**config.mk**
```make
export PLATFORM = sky130hd
export DESIGN_NAME = cram_cfg_sequencer
export DESIGN_NICKNAME = d
export VERILOG_FILES = /design/src/rtl/cram_cfg_sequencer.sv
export SDC_FILE = /design/constraint.sdc
export NUM_CORES = 1
export LEC_CHECK = 0
export CAP_MARGIN = 20
export CORE_MARGIN = 3
export CORE_UTILIZATION = 39
export CTS_CLUSTER_SIZE = 16
export DETAILED_ROUTE_END_ITERATION = 10
export DONT_BUFFER_PORTS = 1
export HOLD_SLACK_MARGIN = 0.02
export SLEW_MARGIN = 20
export SYNTH_ARGS = -nofsm -noshare
export SYNTH_HDL_FRONTEND = slang
export SYNTH_SLANG_ARGS = --single-unit
```
**constraint.sdc**
```tcl
create_clock -name i_clk -period 3.43 [get_ports i_clk]
set_input_delay 0.1715 -clock i_clk [delete_from_list [all_inputs] [get_ports i_clk]]
set_output_delay 0.1715 -clock i_clk [all_outputs]
set_load 0.03 [all_outputs]
```
**src/rtl/cram_cfg_sequencer.sv**
```systemverilog
// rtl/cram_cfg_sequencer.sv - upstream write sequencer for the 16x4 misc/clock-mux tile CRAM
//
// Purpose: accepts one COLS-bit config word per row over a valid/ready stream
// and drives the CRAM row clear, bit lines, pass gates, word-line strobes and
// row supply. It holds the tile's prog flag high for the whole session, so every
// mux stays tri-stated until the configuration is complete.
//
// Ports:
//   i_clk           tile configuration clock, rising edge
//   i_reset_b       asynchronous active-low reset
//   i_start         1-cycle pulse in IDLE: begin a session (CLEAR, then rows 0..ROWS-1)
//   i_abort         level, honoured outside IDLE: terminate the session, set err
//   i_pwr_dn        level, honoured only in IDLE: remove the row supply
//   i_in_valid      config word available
//   i_in_data       config word for the current row (bit j -> bl[j])
//   o_in_ready      high only in LOAD
//   o_wl            one-hot write strobe, zero outside WRITE
//   o_bl            bit-line data
//   o_bl_oe         bit-line driver enable
//   o_pgate         one-hot row pass-gate enable
//   o_cram_reset_b  active-low row clear, all rows together
//   o_vdd_cntl      active-low row supply gate (0 = powered)
//   o_prog          tile program-mode flag
//   o_busy          high in every state except IDLE
//   o_done          1-cycle pulse on successful completion
//   o_err           sticky abort flag, cleared by the next accepted start
module cram_cfg_sequencer #(
  parameter int ROWS      = 16,
  parameter int COLS      = 4,
  parameter int CLR_CYC   = 4,
  parameter int SETUP_CYC = 2,
  parameter int WL_CYC    = 3
) (
  input  logic            i_clk,
  input  logic            i_reset_b,
  input  logic            i_start,
  input  logic            i_abort,
  input  logic            i_pwr_dn,
  input  logic            i_in_valid,
  input  logic [COLS-1:0] i_in_data,
  output logic            o_in_ready,
  output logic [ROWS-1:0] o_wl,
  output logic [COLS-1:0] o_bl,
  output logic            o_bl_oe,
  output logic [ROWS-1:0] o_pgate,
  output logic [ROWS-1:0] o_cram_reset_b,
  output logic [ROWS-1:0] o_vdd_cntl,
  output logic            o_prog,
  output logic            o_busy,
  output logic            o_done,
  output logic            o_err
);

  localparam int ROW_W   = (ROWS > 1) ? $clog2(ROWS) : 1;
  localparam int MAX_A   = (CLR_CYC > SETUP_CYC) ? CLR_CYC : SETUP_CYC;
  localparam int MAX_CYC = (MAX_A > WL_CYC) ? MAX_A : WL_CYC;
  localparam int CNT_W   = (MAX_CYC > 1) ? $clog2(MAX_CYC) : 1;

  localparam logic [CNT_W-1:0] CLR_LAST   = CNT_W'(CLR_CYC - 1);
  localparam logic [CNT_W-1:0] SETUP_LAST = CNT_W'(SETUP_CYC - 1);
  localparam logic [CNT_W-1:0] WL_LAST    = CNT_W'(WL_CYC - 1);
  localparam logic [ROW_W-1:0] ROW_LAST   = ROW_W'(ROWS - 1);
  localparam logic [ROWS-1:0]  ROW_ONE    = ROWS'(1);
  localparam logic [ROWS-1:0]  ROW_ALL    = '1;

  typedef enum logic [2:0] {
    S_IDLE, S_CLEAR, S_LOAD, S_SETUP, S_WRITE, S_HOLD, S_DONE
  } state_t;

  state_t            r_state, w_state_nxt;
  logic [ROW_W-1:0]  r_row, w_row_nxt;
  logic [CNT_W-1:0]  r_cnt, w_cnt_nxt;
  logic [COLS-1:0]   r_word, w_word_nxt;
  logic              r_err, w_err_nxt;

  logic              r_in_ready, w_in_ready_nxt;
  logic [ROWS-1:0]   r_wl, w_wl_nxt;
  logic              r_bl_oe, w_bl_oe_nxt;
  logic [ROWS-1:0]   r_pgate, w_pgate_nxt;
  logic [ROWS-1:0]   r_cram_reset_b, w_cram_reset_b_nxt;
  logic [ROWS-1:0]   r_vdd_cntl, w_vdd_cntl_nxt;
  logic              r_prog, w_prog_nxt;
  logic              r_busy, w_busy_nxt;
  logic              r_done, w_done_nxt;
  logic [ROWS-1:0]   w_row_sel;
  logic              w_drive;

  always_ff @(posedge i_clk or negedge i_reset_b) begin
    if (!i_reset_b) begin
      r_state        <= S_IDLE;
      r_row          <= '0;
      r_cnt          <= '0;
      r_word         <= '0;
      r_err          <= 1'b0;
      r_in_ready     <= 1'b0;
      r_wl           <= '0;
      r_bl_oe        <= 1'b0;
      r_pgate        <= '0;
      r_cram_reset_b <= ROW_ALL;
      r_vdd_cntl     <= '0;
      r_prog         <= 1'b0;
      r_busy         <= 1'b0;
      r_done         <= 1'b0;
    end else begin
      r_state        <= w_state_nxt;
      r_row          <= w_row_nxt;
      r_cnt          <= w_cnt_nxt;
      r_word         <= w_word_nxt;
      r_err          <= w_err_nxt;
      r_in_ready     <= w_in_ready_nxt;
      r_wl           <= w_wl_nxt;
      r_bl_oe        <= w_bl_oe_nxt;
      r_pgate        <= w_pgate_nxt;
      r_cram_reset_b <= w_cram_reset_b_nxt;
      r_vdd_cntl     <= w_vdd_cntl_nxt;
      r_prog         <= w_prog_nxt;
      r_busy         <= w_busy_nxt;
      r_done         <= w_done_nxt;
    end
  end

  // Every output register is loaded from a decode of the *next* state, so the
  // outputs line up with the state they belong to while staying registered.
  always_comb begin
    w_state_nxt = r_state;
    w_row_nxt   = r_row;
    w_cnt_nxt   = r_cnt;
    w_word_nxt  = r_word;
    w_err_nxt   = r_err;

    case (r_state)
      S_IDLE: begin
        if (i_start) begin
          w_state_nxt = S_CLEAR;
          w_cnt_nxt   = '0;
          w_err_nxt   = 1'b0;
        end
      end
      S_CLEAR: begin
        if (r_cnt == CLR_LAST) begin
          w_state_nxt = S_LOAD;
          w_row_nxt   = '0;
          w_cnt_nxt   = '0;
        end else begin
          w_cnt_nxt = r_cnt + CNT_W'(1);
        end
      end
      S_LOAD: begin
        // in_ready is registered high for the whole of LOAD, so valid alone
        // completes the handshake here.
        if (i_in_valid) begin
          w_word_nxt  = i_in_data;
          w_state_nxt = S_SETUP;
          w_cnt_nxt   = '0;
        end
      end
      S_SETUP: begin
        if (r_cnt == SETUP_LAST) begin
          w_state_nxt = S_WRITE;
          w_cnt_nxt   = '0;
        end else begin
          w_cnt_nxt = r_cnt + CNT_W'(1);
        end
      end
      S_WRITE: begin
        if (r_cnt == WL_LAST) begin
          w_state_nxt = S_HOLD;
          w_cnt_nxt   = '0;
        end else begin
          w_cnt_nxt = r_cnt + CNT_W'(1);
        end
      end
      S_HOLD: begin
        if (r_row == ROW_LAST) begin
          w_state_nxt = S_DONE;
        end else begin
          w_row_nxt   = r_row + ROW_W'(1);
          w_state_nxt = S_LOAD;
        end
      end
      S_DONE: begin
        w_state_nxt = S_IDLE;
        w_row_nxt   = '0;
      end
      default: begin
        w_state_nxt = S_IDLE;
        w_row_nxt   = '0;
        w_cnt_nxt   = '0;
      end
    endcase

    // Abort overrides everything, including the last HOLD -> DONE step.
    if (i_abort && (r_state != S_IDLE)) begin
      w_state_nxt = S_IDLE;
      w_row_nxt   = '0;
      w_cnt_nxt   = '0;
      w_err_nxt   = 1'b1;
    end

    w_row_sel = ROW_ONE << w_row_nxt;
    w_drive   = (w_state_nxt == S_SETUP) || (w_state_nxt == S_WRITE) ||
                (w_state_nxt == S_HOLD);

    w_in_ready_nxt     = (w_state_nxt == S_LOAD);
    w_wl_nxt           = (w_state_nxt == S_WRITE) ? w_row_sel : '0;
    w_pgate_nxt        = w_drive ? w_row_sel : '0;
    w_bl_oe_nxt        = w_drive;
    w_cram_reset_b_nxt = (w_state_nxt == S_CLEAR) ? '0 : ROW_ALL;
    w_prog_nxt         = (w_state_nxt != S_IDLE) && (w_state_nxt != S_DONE);
    w_busy_nxt         = (w_state_nxt != S_IDLE);
    w_done_nxt         = (w_state_nxt == S_DONE);
    // Supply is only gated off while idling; an accepted start powers rows at once.
    w_vdd_cntl_nxt     = ((r_state == S_IDLE) && i_pwr_dn && !i_start) ? ROW_ALL : '0;
  end

  assign o_in_ready     = r_in_ready;
  assign o_wl           = r_wl;
  assign o_bl           = r_word;
  assign o_bl_oe        = r_bl_oe;
  assign o_pgate        = r_pgate;
  assign o_cram_reset_b = r_cram_reset_b;
  assign o_vdd_cntl     = r_vdd_cntl;
  assign o_prog         = r_prog;
  assign o_busy         = r_busy;
  assign o_done         = r_done;
  assign o_err          = r_err;

endmodule
```
==> flow_summary.json, run 1 <==
{
  "switching_power_uw": 885.2,
  "die_area_sq_mm": 0.007885,
  "pin_count": 84,
  "finalNonFillerCells": 291,
  "clkSinkCount": 53,
  "status": "completed",
  "r2r_cells": 5,
  "relSlewSlack_pct": 22.40,
  "gp_congestion": 0.8030,
  "tritoncts": "built",
  "synth_most_common_cell": "dfrtp_1",
  "numCtsBuffers": 5,
  "holdPathStages": 2,
  "reg2reg_from": "r_state[1]",
  "grt_pass1_vias": 1515,
  "dp.cells": 274,
  "yosysTopAreaCellShare_pct": 48.67,
  "h-tree-depth": 2,
  "finalWirelength_mm": 4.870,
  "overflow": 0,
  "wl_per_cell_um": 16.74,
  "synth_fp_nets": 251,
  "seqPwrFrac_pct": 57.8,
  "drt-vias-per-instance": 5.302,
  "rows": 29,
  "synthArstFlopShare_pct": 100.0,
  "grt_pass1_wl_mm": 7.831,
  "setup_viol_count_final": 0,
  "die_h_um": 88.80,
  "ant_nets": 0,
  "clk_pin_slew_ns": 0.10,
  "die_x_um": 88.80,
  "drv_cap": 0,
  "cp-end-kind": "flip-flop",
  "fmax_mhz": 452.0,
  "switching_share_pct": 44.72,
  "yosys_warnings": 0,
  "rsz0062_at_grt": "false",
  "hold_class": "primary input to flip-flop",
  "drt_iter0_markers": 121,
  "nNetsFinal": 230,
  "syn_area_sq_mm": 0.002674,
  "synth.distinct_cells": 61,
  "fin_crit_sh_pct": 64.50,
  "design_area_sq_mm": 0.002728,
  "insertedDiodeCount": 0,
  "critPathArrivalTime_ns": 2.43,
  "num_vias": 1543,
  "synth_area_per_cell_sq_um": 11.43,
  "power_frac_clock_pct": 21.7,
  "critical_path_class": "flip-flop to flip-flop",
  "core_sq_mm": 0.006495,
  "grt_max_degree": 54,
  "max-clock-path-buffers": 2,
  "synthesis.instances": 234,
  "drt_first_pass_iters": 4,
  "powerDensity_mw_per_mm2": 725.8,
  "slew_violations": 0,
  "cp_max_fo": 17,
  "syn2layout_area_growth_pct": 2.012,
  "ys.flop_type": "dfrtp_1",
  "synth-seq-area-share_pct": 49.65,
  "min_to": "o_err",
  "p_total_uw": 1980,
  "fin_tns_setup_ns": 0,
  "ir_drop_uv": 376.1,
  "remaining_drc_errors": 0,
  "cts_setup_buffers": 0,
  "insertion_delay_ns": 0.31,
  "combinationalPowerShare_pct": 20.5,
  "finalClockSkew_ns": 0.008022,
  "min_from": "i_abort",
  "place_area_sq_mm": 0.002507,
  "worst_slew_pin_slew_ns": 1.166,
  "startpoint_type": "flip-flop",
  "initial_core_util_pct": 41.17,
  "r2r_slack_ns": 1.22,
  "r2r_end": "o_wl[15]",
  "dp_hpwl_mm": 3.345,
  "gr-usage-all-layers_pct": 12.64,
  "fill_cells": 586,
  "cts_resized": 0,
  "root_buffer": "clkbuf_8",
  "synth_area_leaders": "dfrtp_1 (49%), buf_4 (9.5%), nor2_1 (5.1%)",
  "required_ns": 3.65,
  "numPortBuffers": 0,
  "min_period_ns": 2.212,
  "grt_antenna_before_repair": 0,
  "hold_viol": 0,
  "total_leakage_power_uw": 0.001227,
  "layout-drive-gt1-share_pct": 21.03,
  "synth-edff-count": 0,
  "p_int_uw": 1094,
  "ys_seq_elements": 53,
  "ys_top_cells_by_count": "dfrtp_1 (52), nor2_1 (36), buf_4 (34)",
  "yosysTopAreaCell": "dfrtp_1"
}
[worst max-delay path by stage]
stage	from	end	slack (ns)	cells after the start
final	r_state[1]	o_wl[15]	1.22	5
after floorplan	r_row[0]	o_wl[0]	1.66	6
after CTS	r_state[1]	o_wl[15]	1.23	5
after global placement	r_state[1]	o_wl[15]	1.29	5
after global routing	r_state[1]	o_wl[14]	1.10	5
after detailed placement	r_state[1]	o_wl[15]	1.25	5
[kinds of logic (layout without fill, tap and decap cells)]
logic type / Yosys count / count (layout) / synth area share [%]
xor gates and xnor gates: 1 / 1 / 0.3276
muxes: 9 / 9 / 4.305
DFF: 53 / 53 / 49.65
AOI/OAI and AO/OA: 34 / 34 / 12.07
buffers and inverters: 44 / 24 / 11.37
and+or+nand+nor: 86 / 86 / 19.00
adders and majority gates: 7 / 7 / 3.275
[per-layer routing]
layer  up-vias  part of all wire (%)  GRT usage, %
met2        40                    48         19.10
met3         6                   4.1         2.421
li1        740                     -             -
met1       757                    47         18.30
met5         -                     0             0
met4         0                   1.2         3.709
[power groups by stage]
stage | Clock [uW] | Sequential, uW | Combinational [uW]
6_report | 429 | 1140 | 407
2_1_floorplan | 0 | 885 | 757
3_3_place_gp | 0 | 1160 | 381
5_1_grt | 472 | 1180 | 450
4_1_cts | 438 | 1140 | 409
3_5_place_dp | 0 | 1160 | 383
[flip-flops by register name, indices dropped and copies added, names as in the netlist]
name / flops
o_vdd_cntl: 1
o_bl_oe: 1
o_cram_reset_b: 1
o_in_ready: 1
o_prog: 1
r_cnt: 2
o_busy: 1
o_pgate: 16
o_done: 1
r_row: 4
o_wl: 16
o_err: 1
r_state: 3
o_bl: 4
[worst max-delay path: stages (launching register included)]
cell and delay [ns]:
dfrtp_1 0.60, o21a_1 0.27, o22a_1 0.34, and3b_1 0.51, nand3_1 0.19, nor3_1 0.21
[cell type report]
class	instances	area, sq um	area share, %
sequential	53	1335	48.94
multi-input combinational	137	1042	38.21
timing repair buffer	11	122.6	4.495
tap	77	96.34	3.532
clock buffer	5	68.82	2.523
clock inverter	3	43.79	1.606
inverter	5	18.77	0.6881
[stage by stage]
stage / setup WS (ns) / hold WS [ns] / utilization [%]
floorplan: 1.663 / -0.1241 / -
global placement: 1.291 / -0.1230 / 38.61
detailed placement: 1.246 / -0.1231 / 38.61
CTS: 1.225 / 0.03700 / 42.00
global route: 1.103 / 0.06425 / 42.00
finish: 1.218 / 0.04446 / 42.00
[cell usage in the layout, fill, tap and decap left out, types with 3 or more instances in the layout]
| cell | Yosys | routed |
|---|---|---|
| dfrtp_1 | 52 | 51 |
| nor2_1 | 36 | 36 |
| nand3_1 | 11 | 11 |
| nor3_1 | 8 | 8 |
| dlygate4sd3_1 | 0 | 8 |
| ha_1 | 7 | 7 |
| mux2_2 | 5 | 5 |
| clkbuf_8 | 0 | 5 |
| inv_1 | 4 | 4 |
| nand2_1 | 4 | 4 |
| and3b_1 | 4 | 4 |
| a21oi_1 | 4 | 4 |
| o21ai_0 | 3 | 3 |
| nand3_2 | 3 | 3 |
| nor4_2 | 3 | 3 |
| o32ai_1 | 3 | 3 |
[what timing repair did]
action / 4_1_cts / 5_1_grt
hold buffers: 9 / 0
setup endpoints to repair: 0 / 0
endpoints found under the hold margin: 60 / 0
No activity file was read; power rests on OpenSTA's default activity.
==> run 2, diff against run 1 <==
==> constraint.sdc (replaced) <==
create_clock -name i_clk -period 2.1 [get_ports i_clk]
set_input_delay 0.105 -clock i_clk [delete_from_list [all_inputs] [get_ports i_clk]]
set_output_delay 0.105 -clock i_clk [all_outputs]
set_load 0.03 [all_outputs]
==> run 2 against run 1 <==
Net effect: cell area increased by 4.8%; clock power increased by 61%; power grew 68%; register-to-register slack worse by 1.1 ns; sequential share of layout area fell by 2.1 points; via count increased by 6.2%; critical path depth up 1; setup slack got worse by 1.1 ns; clock-buffer cell count is the same; routed wire length up 0.55%.
==> flow_summary.json, run 2 (synthesis gave the netlist of run 1 again) <==
{
  "min_from": "i_abort",
  "hold_viol": 0,
  "fin_crit_sh_pct": 92.54,
  "drt-vias-per-instance": 5.445,
  "setup_viol_count_final": 0,
  "relSlewSlack_pct": 72.64,
  "r2r_end": "o_wl[9]",
  "fin_tns_setup_ns": 0,
  "required_ns": 2.32,
  "h-tree-depth": 2,
  "numPortBuffers": 0,
  "pin_count": 84,
  "gr-usage-all-layers_pct": 13.23,
  "die_x_um": 88.80,
  "root_buffer": "clkbuf_8",
  "nNetsFinal": 240,
  "insertion_delay_ns": 0.30,
  "drt_first_pass_iters": 6,
  "grt_pass1_wl_mm": 8.211,
  "min_period_ns": 1.943,
  "initial_core_util_pct": 41.17,
  "dp_hpwl_mm": 3.420,
  "r2r_slack_ns": 0.16,
  "critical_path_class": "flip-flop to flip-flop",
  "dp.cells": 284,
  "num_vias": 1639,
  "finalNonFillerCells": 301,
  "layout-drive-gt1-share_pct": 26.79,
  "grt_antenna_before_repair": 0,
  "ir_drop_uv": 619.0,
  "cp_max_fo": 7,
  "ant_nets": 0,
  "grt_max_degree": 54,
  "startpoint_type": "flip-flop",
  "regArea_sq_mm": 0.001338,
  "reg2reg_from": "r_cnt[0]",
  "drv_cap": 0,
  "fill_cells": 574,
  "gp_congestion": 0.7799,
  "clk_pin_slew_ns": 0.10,
  "insertedDiodeCount": 0,
  "holdPathStages": 2,
  "critPathArrivalTime_ns": 2.16,
  "min_to": "r_cnt[0]",
  "r2r_cells": 6,
  "clkSinkCount": 53,
  "powerDensity_mw_per_mm2": 1163,
  "cp-end-kind": "flip-flop",
  "die_h_um": 88.80,
  "hold_class": "primary input to flip-flop",
  "rows": 29,
  "finalClockSkew_ns": 0.005359,
  "tritoncts": "built",
  "slew_violations": 0,
  "holdWs_ns": 0.03964,
  "grt_pass1_vias": 1601,
  "status": "completed",
  "final_core_util_pct": 44.00,
  "layout_commonest_cell": "dfrtp_1",
  "numCtsBuffers": 5,
  "die_area_sq_mm": 0.007885,
  "wl_per_cell_um": 16.27,
  "multiInputGateArea_sq_mm": 0.001070,
  "overflow": 0,
  "total_leakage_power_uw": 0.001284,
  "fmax_mhz": 514.6,
  "final_cell_mix": "dfrtp_1 (49), nor2_1 (36), nand3_1 (11), buf_4 (10), dlygate4sd3_1 (8)",
  "worst_slew_pin_slew_ns": 0.4103,
  "syn2layout_area_growth_pct": 6.879,
  "rsz0062_at_grt": "false",
  "core_sq_mm": 0.006495,
  "drt_iter0_markers": 137,
  "finalWirelength_mm": 4.897,
  "max-clock-path-buffers": 2,
  "remaining_drc_errors": 0
}
run 2: changes by cell type in the layout (fill, tap and decap cells not counted), moves of 2 or more:
cell and delta:
buf_12 +2, dfrtp_1 -2, dfrtp_2 +2, buf_4 +8
run 2: repair_timing:
action                                 CTS  global route
setup endpoints to repair                0            26
hold buffers                             9             0
endpoints found under the hold margin   61             0
resized for setup                        0             7
buffers inserted                         0             0
run 2: worst max-delay path by stage:
| stage | from | end | depth (start not counted) |
|---|---|---|---|
| after global routing | r_cnt[1] | o_pgate[6] | 7 |
| after CTS | r_cnt[0] | o_wl[14] | 6 |
| after global placement | r_cnt[0] | o_wl[13] | 6 |
| after detailed placement | r_cnt[0] | o_wl[4] | 6 |
| after floorplan | r_row[0] | o_wl[0] | 6 |
| final | r_cnt[0] | o_wl[9] | 6 |
run 2: cell type report:
type / count / share of cell area, %
Multi-Input combinational cell: 137 / 37.43
Timing Repair Buffer: 21 / 7.793
Clock inverter: 3 / 1.532
Tap cell: 77 / 3.371
Clock buffer: 5 / 2.408
Inverter: 5 / 0.6567
Sequential cell: 53 / 46.80
run 2: per-stage QoR:
stage          power [uW]  instance area, sq um  worst slack (ns)
4_1_cts              3338                  2828           0.04047
3_5_place_dp         2592                  2608           0.07998
3_3_place_gp         2589                  2608           0.07397
6_report             3323                  2858            0.1567
2_1_floorplan        2681                  2674            0.3329
5_1_grt              3524                  2858          0.004538
run 2: critical path, cell delays in order, from the launching register on:
cell and delay, ns:
dfrtp_2 0.46, ha_1 0.26, and2b_1 0.23, o221ai_4 0.29, mux2_2 0.32, nand3_1 0.13, nor3_1 0.17
run 2: per-layer routing:
| layer | up-vias | track usage, % | share of wire (%) |
|---|---|---|---|
| li1 | 762 | - | - |
| met1 | 831 | 18.27 | 46 |
| met2 | 42 | 21.26 | 49 |
| met3 | 4 | 2.607 | 3.8 |
| met4 | 0 | 3.297 | 0.78 |
| met5 | - | 0 | 0 |
run 2: power breakdown:
group | total, uW | switching (uW) | leakage [uW] | internal, uW
Sequential | 1410 | 257 | 0.000720 | 1150
Combinational | 1220 | 873 | 0.000505 | 351
Clock | 691 | 334 | 0.0000585 | 357
==> run 3, diff against run 2 <==
--- a/config.mk
+++ b/config.mk
@@ -12,6 +12,7 @@
 export DETAILED_ROUTE_END_ITERATION = 10
 export DONT_BUFFER_PORTS = 1
 export HOLD_SLACK_MARGIN = 0.02
+export PLACE_DENSITY_LB_ADDON = 0.2
 export SLEW_MARGIN = 20
 export SYNTH_ARGS = -nofsm -noshare
 export SYNTH_HDL_FRONTEND = slang
==> run 3 against run 2 <==
Net effect: combinational power about the same; sequential cell count did not move; clock power up 2%; via count fell by 2.4%; clock-buffer cell count unchanged; hold slack lost 0.0081 ns; setup slack lost 0.0020 ns; sequential power about the same; global-route usage up 0.50 points; sequential share of layout area is 0.064 points higher; largest cell class unchanged.
==> flow_summary.json, run 3 (synthesis gave the netlist of run 1 again) <==
{
  "fmax_mhz": 514.1,
  "drt-vias-per-instance": 5.298,
  "drt_first_pass_iters": 4,
  "min_period_ns": 1.945,
  "slew_violations": 0,
  "finalWirelength_mm": 5.019,
  "fill_cells": 592,
  "max-clock-path-buffers": 2,
  "overflow": 0,
  "drv_cap": 0,
  "initial_core_util_pct": 41.17,
  "tritoncts": "built",
  "status": "completed",
  "pin_count": 84,
  "final_cell_mix": "dfrtp_1 (48), nor2_1 (36), nand3_1 (11), buf_4 (10)",
  "gr-usage-all-layers_pct": 13.73,
  "worst_slew_pin_slew_ns": 0.4742,
  "numCtsBuffers": 5,
  "startpoint_type": "flip-flop",
  "ant_nets": 0,
  "multiInputGateArea_sq_mm": 0.001067,
  "total_leakage_power_uw": 0.001289,
  "grt_pass1_vias": 1604,
  "hold_class": "primary input to flip-flop",
  "startpoint": "r_cnt[1]",
  "die_x_um": 88.80,
  "wl_per_cell_um": 16.62,
  "die_h_um": 88.80,
  "drt_iter0_markers": 92,
  "remaining_drc_errors": 0,
  "min_from": "i_abort",
  "cp_max_fo": 8,
  "core_sq_mm": 0.006495,
  "layout_commonest_cell": "dfrtp_1",
  "grt_antenna_before_repair": 0,
  "nNetsFinal": 241,
  "critical_path_class": "flip-flop to flip-flop",
  "fin_crit_sh_pct": 92.63,
  "critPathArrivalTime_ns": 2.18,
  "gp_congestion": 0.7690,
  "insertion_delay_ns": 0.31,
  "root_buffer": "clkbuf_8",
  "rsz0062_at_grt": "true",
  "relSlewSlack_pct": 68.39,
  "h-tree-depth": 2,
  "rows": 29,
  "clk_pin_slew_ns": 0.10,
  "num_vias": 1600,
  "finalClockSkew_ns": 0.01036,
  "r2r_slack_ns": 0.15,
  "dp_hpwl_mm": 3.486,
  "grt_pass1_wl_mm": 8.362,
  "numPortBuffers": 0,
  "regArea_sq_mm": 0.001339,
  "cts_setup_buffers": 0,
  "ir_drop_uv": 598.9,
  "required_ns": 2.34,
  "die_area_sq_mm": 0.007885,
  "powerDensity_mw_per_mm2": 1169,
  "cp-end-kind": "flip-flop",
  "insertedDiodeCount": 0,
  "grt_max_degree": 54,
  "fin_tns_setup_ns": 0,
  "p_total_uw": 3339,
  "final_core_util_pct": 43.98,
  "reg2reg_from": "r_cnt[1]",
  "clkSinkCount": 53,
  "hold_viol": 0,
  "syn2layout_area_growth_pct": 6.832,
  "setup_viol_count_final": 0,
  "layout-drive-gt1-share_pct": 26.22
}
==> run 3: through the flow <==
step | hold slack [ns] | area (sq um) | worst slack [ns] | instances
finish | 0.03153 | 2856 | 0.1547 | 302
global route | 0.02689 | 2856 | -0.01893 | 302
CTS | 0.02185 | 2828 | 0.02275 | 301
detailed placement | -0.1894 | 2608 | 0.04900 | 284
global placement | -0.1895 | 2608 | 0.04785 | 284
floorplan | -0.1906 | 2674 | 0.3329 | 234
==> run 3: where the power goes <==
part | internal, uW | switching [uW] | total [uW]
sequential | 1150 | 278 | 1430
clock | 358 | 348 | 705
combinational | 348 | 854 | 1200
==> run 3: final cells by class <==
class                           instances  share of cell area (%)
Clock inverter                          3                   1.533
Clock buffer                            5                   2.409
Inverter                                5                  0.6570
Tap cell                               77                   3.373
Timing Repair Buffer                   21                   7.797
Multi-Input combinational cell        138                   37.36
Sequential cell                        53                   46.87
==> run 3: worst paths after layout <==
check                                           to  cells past startpoint
min in group asynchronous                 r_row[1]                      2
worst min register to register            r_cnt[0]                      1
worst min-delay path                      r_cnt[0]                      2
worst max-delay path                    o_pgate[5]                      7
max in group asynchronous       o_cram_reset_b[14]                      2
worst max register to register          o_pgate[5]                      7
==> run 3: worst max-delay path, cell delays in order (launching register included) <==
cell       delay (ns)
dfrtp_1          0.43
inv_1            0.10
ha_1             0.24
mux2_4           0.29
a2bb2oi_2        0.15
a211oi_4         0.33
o21ai_2          0.19
nor2_1           0.14
==> run 3: repair_timing <==
| item | 4_1_cts | 5_1_grt |
|---|---|---|
| hold buffers | 9 | 0 |
| resized for setup | 0 | 6 |
| hold endpoints to repair | 61 | 0 |
| setup endpoints to repair | 0 | 31 |
==> run 3: per-layer routing <==
layer	GRT usage (%)	up-vias	part of all wire, %
met1	19.30	788	47
met5	0	-	0
met3	3.073	5	4.7
li1	-	761	-
met2	20.85	46	47
met4	4.533	0	1.4
